File: config.mk
export PLATFORM = sky130hd
export DESIGN_NAME = alu_buffer_flat
export DESIGN_NICKNAME = d
export VERILOG_FILES = /design/src/rtl/alu_buffer_if.sv /design/src/rtl/alu_buffer.sv /design/src/flat_wrapper.sv
export SDC_FILE = /design/constraint.sdc
export NUM_CORES = 1
export LEC_CHECK = 0
export ABC_CLOCK_PERIOD_IN_PS = 5300
export CORE_MARGIN = 2
export CORE_UTILIZATION = 54
export DETAILED_ROUTE_END_ITERATION = 16
export PLACE_DENSITY = 0.8
export SLEW_MARGIN = 20
export SYNTH_ARGS = -nofsm -noshare
export SYNTH_HDL_FRONTEND = slang
export SYNTH_SLANG_ARGS = --single-unit
File: constraint.sdc
create_clock -name clk -period 5.3 [get_ports clk]
set_input_delay 1.59 -clock clk [delete_from_list [all_inputs] [get_ports clk]]
set_output_delay 1.59 -clock clk [all_outputs]
set_load 0.02 [all_outputs]
File: src/rtl/alu_buffer_if.sv
// Bundle of the write-side and issue-side signals of the ALU instruction buffer.
// The master modport is the control unit / ALU side and the slave modport is the buffer.
interface alu_buffer_if #(
  parameter int DEPTH = 4
);
  localparam int CW = $clog2(DEPTH) + 1;

  logic [31:0]   ALU_Instr;
  logic [31:0]   ALU_InstrNO;
  logic          ALU_DR;
  logic          ALUbuffer_ready;
  logic          flush;
  logic          iss_valid;
  logic          iss_ready;
  logic [31:0]   iss_instr;
  logic [31:0]   iss_instrNO;
  logic [4:0]    iss_rs;
  logic [4:0]    iss_rt;
  logic [4:0]    iss_rd;
  logic [CW-1:0] count;
  logic          overflow;

  modport master (
    output ALU_Instr, ALU_InstrNO, ALU_DR, flush, iss_ready,
    input  ALUbuffer_ready, iss_valid, iss_instr, iss_instrNO,
           iss_rs, iss_rt, iss_rd, count, overflow
  );

  modport slave (
    input  ALU_Instr, ALU_InstrNO, ALU_DR, flush, iss_ready,
    output ALUbuffer_ready, iss_valid, iss_instr, iss_instrNO,
           iss_rs, iss_rt, iss_rd, count, overflow
  );
endinterface

File: src/rtl/alu_buffer.sv
// In-order show-ahead instruction buffer between the control unit and the ALU.
// Head fields are decoded combinationally from registered state and forced to
// zero whenever the buffer is empty, so reset clears them without a clock.
module alu_buffer #(
  parameter int DEPTH = 4
) (
  input  logic         clk,
  input  logic         rst,
  alu_buffer_if.slave  bus
);
  localparam int AW = $clog2(DEPTH);
  localparam int CW = AW + 1;
  localparam logic [CW-1:0] FULL_CNT = CW'(DEPTH);

  logic [31:0]   instr_mem_q [DEPTH];
  logic [31:0]   no_mem_q    [DEPTH];

  logic [AW-1:0] rd_ptr_q, rd_ptr_d;
  logic [AW-1:0] wr_ptr_q, wr_ptr_d;
  logic [CW-1:0] count_q, count_d;
  logic          overflow_q, overflow_d;

  logic          push;
  logic          pop;
  logic          full;
  logic          accept;
  logic          drop;
  logic          wr_en;
  logic          head_valid;
  logic [31:0]   head_instr;
  logic [31:0]   head_no;

  // Handshake qualification: a zero word is a bubble, never an instruction.
  always_comb begin
    head_valid = (count_q != '0);
    full       = (count_q == FULL_CNT);
    push       = bus.ALU_DR && (bus.ALU_Instr != 32'h0);
    pop        = head_valid && bus.iss_ready;
    accept     = push && (!full || pop);
    drop       = push && full && !pop;
    wr_en      = accept && !bus.flush;
  end

  // Next-state for pointers, occupancy and the sticky overflow flag.
  always_comb begin
    rd_ptr_d   = rd_ptr_q;
    wr_ptr_d   = wr_ptr_q;
    count_d    = count_q;
    overflow_d = overflow_q;
    if (bus.flush) begin
      rd_ptr_d = '0;
      wr_ptr_d = '0;
      count_d  = '0;
    end else begin
      if (accept) wr_ptr_d = wr_ptr_q + AW'(1);
      if (pop)    rd_ptr_d = rd_ptr_q + AW'(1);
      if (accept && !pop)      count_d = count_q + CW'(1);
      else if (!accept && pop) count_d = count_q - CW'(1);
      if (drop) overflow_d = 1'b1;
    end
  end

  // Control state, cleared asynchronously.
  always_ff @(posedge clk or negedge rst) begin
    if (!rst) begin
      rd_ptr_q   <= '0;
      wr_ptr_q   <= '0;
      count_q    <= '0;
      overflow_q <= 1'b0;
    end else begin
      rd_ptr_q   <= rd_ptr_d;
      wr_ptr_q   <= wr_ptr_d;
      count_q    <= count_d;
      overflow_q <= overflow_d;
    end
  end

  // Storage array; contents are don't-care until written, so no reset.
  always_ff @(posedge clk) begin
    if (wr_en) begin
      instr_mem_q[wr_ptr_q] <= bus.ALU_Instr;
      no_mem_q[wr_ptr_q]    <= bus.ALU_InstrNO;
    end
  end

  // Head decode; R-type (opcode 0) writes rd, everything else writes rt.
  always_comb begin
    head_instr      = instr_mem_q[rd_ptr_q];
    head_no         = no_mem_q[rd_ptr_q];
    bus.iss_valid   = head_valid;
    bus.iss_instr   = head_valid ? head_instr : 32'h0;
    bus.iss_instrNO = head_valid ? head_no : 32'h0;
    bus.iss_rs      = head_valid ? head_instr[25:21] : 5'h0;
    bus.iss_rt      = head_valid ? head_instr[20:16] : 5'h0;
    bus.iss_rd      = 5'h0;
    if (head_valid) begin
      bus.iss_rd = (head_instr[31:26] == 6'h0) ? head_instr[15:11] : head_instr[20:16];
    end
    bus.ALUbuffer_ready = (count_q < FULL_CNT);
    bus.count           = count_q;
    bus.overflow        = overflow_q;
  end
endmodule
File: src/flat_wrapper.sv
// flat-port wrapper written by rule: the top's interface ports become plain ports
module alu_buffer_flat 
#(
  parameter int DEPTH = 4
)
  (clk, rst, bus_ALU_Instr, bus_ALU_InstrNO, bus_ALU_DR, bus_flush, bus_iss_ready, bus_ALUbuffer_ready, bus_iss_valid, bus_iss_instr, bus_iss_instrNO, bus_iss_rs, bus_iss_rt, bus_iss_rd, bus_count, bus_overflow);
  alu_buffer_if #(.DEPTH(DEPTH)) bus_i ();
  input  logic clk;
  input  logic rst;
  input wire logic [$bits(bus_i.ALU_Instr)-1:0] bus_ALU_Instr;
  input wire logic [$bits(bus_i.ALU_InstrNO)-1:0] bus_ALU_InstrNO;
  input wire logic [$bits(bus_i.ALU_DR)-1:0] bus_ALU_DR;
  input wire logic [$bits(bus_i.flush)-1:0] bus_flush;
  input wire logic [$bits(bus_i.iss_ready)-1:0] bus_iss_ready;
  output wire logic [$bits(bus_i.ALUbuffer_ready)-1:0] bus_ALUbuffer_ready;
  output wire logic [$bits(bus_i.iss_valid)-1:0] bus_iss_valid;
  output wire logic [$bits(bus_i.iss_instr)-1:0] bus_iss_instr;
  output wire logic [$bits(bus_i.iss_instrNO)-1:0] bus_iss_instrNO;
  output wire logic [$bits(bus_i.iss_rs)-1:0] bus_iss_rs;
  output wire logic [$bits(bus_i.iss_rt)-1:0] bus_iss_rt;
  output wire logic [$bits(bus_i.iss_rd)-1:0] bus_iss_rd;
  output wire logic [$bits(bus_i.count)-1:0] bus_count;
  output wire logic [$bits(bus_i.overflow)-1:0] bus_overflow;
  assign bus_i.ALU_Instr = bus_ALU_Instr;
  assign bus_i.ALU_InstrNO = bus_ALU_InstrNO;
  assign bus_i.ALU_DR = bus_ALU_DR;
  assign bus_i.flush = bus_flush;
  assign bus_i.iss_ready = bus_iss_ready;
  assign bus_ALUbuffer_ready = bus_i.ALUbuffer_ready;
  assign bus_iss_valid = bus_i.iss_valid;
  assign bus_iss_instr = bus_i.iss_instr;
  assign bus_iss_instrNO = bus_i.iss_instrNO;
  assign bus_iss_rs = bus_i.iss_rs;
  assign bus_iss_rt = bus_i.iss_rt;
  assign bus_iss_rd = bus_i.iss_rd;
  assign bus_count = bus_i.count;
  assign bus_overflow = bus_i.overflow;
  alu_buffer #(.DEPTH(DEPTH)) u_core (.clk(clk), .rst(rst), .bus(bus_i));
endmodule
==> metrics.md <==
| Metric | Value |
|---|---|
| DRC violations left | 0 |
| Leak Pwr | 4.14 nW |
| Achievable Freq | 202 MHz |
| Detailed Routing Iterations Pass 1 | 5 |
| First-pass GRT wire length | 31500 um |
| Rel. slew slack | 32.2% |
| Clock Latency Late Sink | 0.51 ns |
| Post-synth ARST share | 3.03% |
| Initial DRC count | 384 |
| Clock sinks | 264 |
| Slew at the pin closest to its max-slew limit | 1.02 ns |
| Row Count | 50 |
| Sequential-to-total area share from yosys stat | 75.3% |
| Main synth FF type | edfxtp_1 |
| Internal Power | 0.00416 W |
| Largest net degree at the start of global routing | 65 |
| Yosys reg bits | 264 |
| Most frequent cells after synthesis | edfxtp_1, nor2b_1, mux4_2 |
| WP data required | 3.71 ns |
| Reg-to-reg endpoint | u_core.bus.count[1] |
| Mapped Avg Cell Area | 20.4 um^2 |
| Reg2Reg Setup Slack | 2.69 ns |
| # resized after CTS | 0 |
| GP Congestion | 0.789 |
| Max FO, Critical Path | 48 |
| CTS tree | yes |
| Worst Hold End | u_core.bus.overflow |
| Setup bufs post-CTS | 0 |
| Die X-Extent | 143 um |
| VDD IR max | 0.381 mV |
| Status | finished clean |
| Switching fraction of total power | 27.4% |
| Die area | 20500 um^2 |
| Hold Path Depth | 1 |
| Crit share post-route | 93.5% |
| Final WL | 20400 um |
| Fin Setup TNS | 0 ns |
| IO Count | 154 |
| Syn_nets | 586 |
| Synth top area cells | edfxtp_1, mux4_2, nor2b_1 |
| YS warnings | 0 |
| Antenna violations before repair | 1 |
| Hold_buf cts | 0 |
| Minimum clock period | 4.95 ns |
| Overall Global Routing Usage | 20.5% |
| Clk pwr share | 30.2% |
| Skew final | 0.00713 ns |
| Final Hold Viols | 0 |
| Worst EP arrival | 3.36 ns |
| Yosys top cell by area | edfxtp_1 |
| Worst r2r src | u_core.bus.count[1] |
| Routed via count | 5277 |
| PortBufs | 153 |
| # Max-Cap Violations | 0 |
| Reg2reg path depth | 9 |
| Gr ovfl total | 0 |
| Number of synthesized flops with an enable pin | 256 |
| Synth unique cells | 34 |
| Power density cells | 441 nW/um^2 |
| Mapped cell area | 10500 um^2 |
| DR WL/cell | 21.6 um |
| Die Ht | 143 um |
| Critical path startpoint category | register |
| Vias in the first global route | 5709 |
| Min-Delay Path Class | reg2reg |
| CP endpoint kind | output port |
| Clk buf depth | 3 |
| Top-count cell post-synth | edfxtp_1 |
| Initial core utilization | 55.4% |
| Count of final max-slew check failures | 0 |
| Switching Power | 0.00158 W |
| Share of cells above drive strength 1 | 16.2% |
| Hold slack | 0.482 ns |
| Comb pwr share | 27.0% |
| Final setup violation count | 0 |
| Via density | 5.60 |
| Reg power frac | 42.7% |
| H-tree level count | 1 |
| Gate Count Post-Synth | 512 |
| Yosys top cell area share | 73.4% |
| Clock-pin slew on the worst setup and hold paths | 0.06 ns |
| Detailed Place HPWL | 11800 um |
| Core Region | 18900 um^2 |
| Antenna viol nets, final | 0 |
| Area grow syn2layout | 24.3% |
| Root Driver | clkbuf_16 |
| Hold_sp | u_core.bus.overflow |
| Layout Nets | 738 |
| RSZ-0062 raised after global routing | false |
| Critical path class | reg2out |
| Num CTS Buffers | 26 |
-- per-stage QoR --
stage                     util, %  std cells  setup WS (ns)  cell area, um^2  power (W)
final                        68.9        942          0.346            13000    0.00574
after global routing         68.9        941         0.0608            13000    0.00597
after CTS                    68.9        941          0.286            13000    0.00580
after detailed placement     64.6        896          0.661            12200    0.00406
after global placement       64.6        896          0.795            12200    0.00403
after floorplan                 -        512           1.11            10500    0.00340
-- cells in the final DEF (no fill, tap or decap), types with 2 or more instances in the layout --
cell / instances
bufinv_16: 2
clkinv_2: 3
nand2_1: 8
and2_4: 4
xnor2_1: 2
nor4_1: 11
clkbuf_1: 8
dfrtp_1: 6
nor2b_1: 64
nand3_1: 2
buf_4: 4
nor2_1: 19
mux2i_1: 6
clkbuf_16: 27
mux4_2: 62
edfxtp_1: 256
inv_1: 6
clkdlybuf4s50_1: 153
clkinv_1: 5
ha_1: 4
a21oi_1: 5
nor3_1: 4
dfrtp_4: 2
xor2_1: 2
mux4_1: 2
-- logic make-up after synthesis --
kind of cell / count (synthesis) / synth area share [%]
buf+inv: 40 / 2.01
fa+ha+maj: 5 / 0.669
xor+xnor: 4 / 0.335
compound gates: 12 / 0.813
mux: 71 / 14.5
flops: 264 / 75.3
simple gates: 116 / 6.31
-- metal layers --
layer	share of wire (%)	global-route usage [%]	routed length, um
met5	0	0	0
met4	2.0	5.93	411
met3	6.5	4.53	1320
met2	50	34.4	10200
met1	41	27.3	8410
-- final cells by class --
cell class	instances	area (um^2)
Clock buffer	35	706
Inverter	6	22.5
Clock inverter	10	93.8
Timing Repair Buffer	158	1580
Tap cell	260	325
Sequential cell	264	7900
Fill cell	1213	5880
Multi-Input combinational cell	208	2390
Antenna cell	1	2.50
-- how the worst max path moves through the flow --
stage | end | start | cells after the start | slack [ns]
2_1_floorplan | u_core.instr_mem_q[0][0] | bus_ALU_Instr[29] | 6 | 1.11
3_3_place_gp | u_core.bus.count[1] | bus_ALU_Instr[1] | 11 | 0.80
3_5_place_dp | u_core.bus.count[1] | bus_ALU_Instr[1] | 11 | 0.66
4_1_cts | bus_iss_rd[3] | u_core.rd_ptr_q[0] | 7 | 0.29
5_1_grt | bus_iss_rd[0] | u_core.rd_ptr_q[0] | 7 | 0.06
6_report | bus_iss_rd[1] | u_core.rd_ptr_q[0] | 7 | 0.35
-- sequential cells by signal, summed over array words and instances, names as in the netlist --
name	cells
u_core.no_mem_q	128
u_core.bus.count	3
u_core.bus.overflow	1
u_core.instr_mem_q	128
u_core.rd_ptr_q	2
u_core.wr_ptr_q	2
-- power groups by stage --
stage	registers [W]	clock network, W	logic, W
2_1_floorplan	0.00246	0	0.000940
3_3_place_gp	0.00249	0	0.00155
3_5_place_dp	0.00250	0	0.00156
4_1_cts	0.00245	0.00177	0.00157
5_1_grt	0.00246	0.00184	0.00166
6_report	0.00245	0.00174	0.00155
-- worst max-delay path, stage by stage, from the launching register on --
cell             delay, ns
dfrtp_4               0.68
buf_12                0.39
mux4_2                0.57
nor2_1                0.14
nand2_2               0.15
mux2i_1               0.16
nor2_1                0.09
clkdlybuf4s50_1       0.61
(Power assumes the default switching activity.)
==> variant: new RTL, same flow settings <==
Make the reset (`rst`) synchronous in one clocked block. Comments in the files are not updated.
--- a/src/rtl/alu_buffer.sv
+++ b/src/rtl/alu_buffer.sv
@@ -62,5 +62,5 @@
 
   // Control state, cleared asynchronously.
-  always_ff @(posedge clk or negedge rst) begin
+  always_ff @(posedge clk) begin
     if (!rst) begin
       rd_ptr_q   <= '0;
Formal check against the unedited RTL: differs if rst is asserted again (counterexample within 4 cycles, from zero or initial values and one cycle with rst low); with rst held inactive, the same outputs for 4 cycles.
==> variant against the original RTL <==
Synthesized cell count is 4.9% lower. Final cell count is 4.1% lower. Cell area hardly changed. Worst setup slack better by 130 ps. Wire length is 1.8% higher. Sequential cell count is 2 higher. Global-route usage is 0.53 points higher. Area after synthesis is 0.79% lower.
Power is not compared: it rests on default switching activity, and its combinational part moved more than twofold at a synthesized area within 25%.
==> variant: results (changes against the original RTL) <==
status:
  status: "complete, no violations"
cells_and_area:
  clkbuf_count: 36  # +2.9%
  signal_buffers: 165  # +4.4%
  clock_area_frac: 0.06484  # +0.003402
  nonClkBufAreaFrac: 0.1247  # +0.003149
  multi_input_area_share: 0.1792  # -0.004223
  diodes: 0  # -1
  multi_input_cells: 184  # -12%
  fillers: 1170  # -3.5%
critical_path:
  worst-r2r-setup-slack_ps: 2600  # -90 ps
  r2r-start: "u_core.bus.count[0]$_SDFFE_PP0P_"
  slowest_stage: "dfxtp_4"
  critPathMaxStageDelay_ps: 630  # -50 ps
  reg2reg_to: "u_core.bus.count[2]$_SDFFE_PP0P_"
  cp_max_fo: 21  # -56%
  arrival_ps: 3230  # -130 ps
  crit_family: "buffers and inverters"
detailed_routing:
  met3_length_mm: 1.594  # +21%
  routedLengthMet1_mm: 8.578  # +1.9%
  wl_per_cell_um: 22.96  # +6.2%
  vias: 5233  # -0.83%
  met2_length_mm: 10.23  # +0.20%
sta:
  fin_crit_sh: 0.9097  # -0.02508
  worst_pin_slew_ps: 755.3  # -261.3 ps
  skew_ps: 11.69  # +4.557 ps
logic_synthesis:
  async_flop_share: 0  # -0.03030
  syn_nets: 562  # -4.1%
  synthDistinctLibCells: 30  # -12%
  netlist_top_cells_count: "edfxtp_1, and2_1, mux4_2, clkbuf_1"
  yosysSeqAreaShare: 0.7594  # +0.005990
  synth_area_leaders: "edfxtp_1, mux4_2, and2_1, dfxtp_1, buf_4"
worst_hold_path:
  whs_endpoint: "u_core.wr_ptr_q[0]$_SDFFE_PP0N_"
  hold_depth: 2  # +1
  hold_start: "u_core.wr_ptr_q[0]$_SDFFE_PP0N_"
global_routing:
  grt_util_all_layers: 0.2098  # +0.005287
  use_met1: 0.2949  # +0.02197
  antenna_found_initial: 0  # -1
  use_met2: 0.3472  # +0.003424
  met3_usage: 0.04326  # -0.002012
  grt_first_pass_wirelength_mm: 32.08  # +1.8%
  grt_start_max_net_pins: 68  # +4.6%
place:
  hpwl_mm: 12.41  # +5.2%
  pre_cts_ws_ps: 764.2  # +102.9 ps
  routabilityCongestion: 0.7187  # -8.9%
[variant: per-stage QoR]
stage | TNS (ps) | std cells | cell area (um2)
final | 0 | 903 | 13010
after global routing | 0 | 903 | 13010
after CTS | 0 | 903 | 13000
after detailed placement | 0 | 855 | 12160
after global placement | 0 | 855 | 12160
after floorplan | -558330 | 487 | 10390
[variant: power by group]
group,switching [W],total [W],internal (W)
sequential,0.0000191,0.00237,0.00235
clock,0.000722,0.00180,0.00108
combinational,0.000299,0.000586,0.000287
[variant: worst min-delay path, cell delays in order (launching register included)]
cell	delay, ps
dfxtp_1	340
nand2_1	70
mux2i_1	60
[variant: cell families after synthesis]
group / Yosys count / synth area share
flops: 266 / 0.7594
simple gates: 97 / 0.05855
mux: 72 / 0.1489
buf+inv: 37 / 0.01855
fa+ha+maj: 6 / 0.007951
compound gates: 5 / 0.003252
xor+xnor: 4 / 0.003373
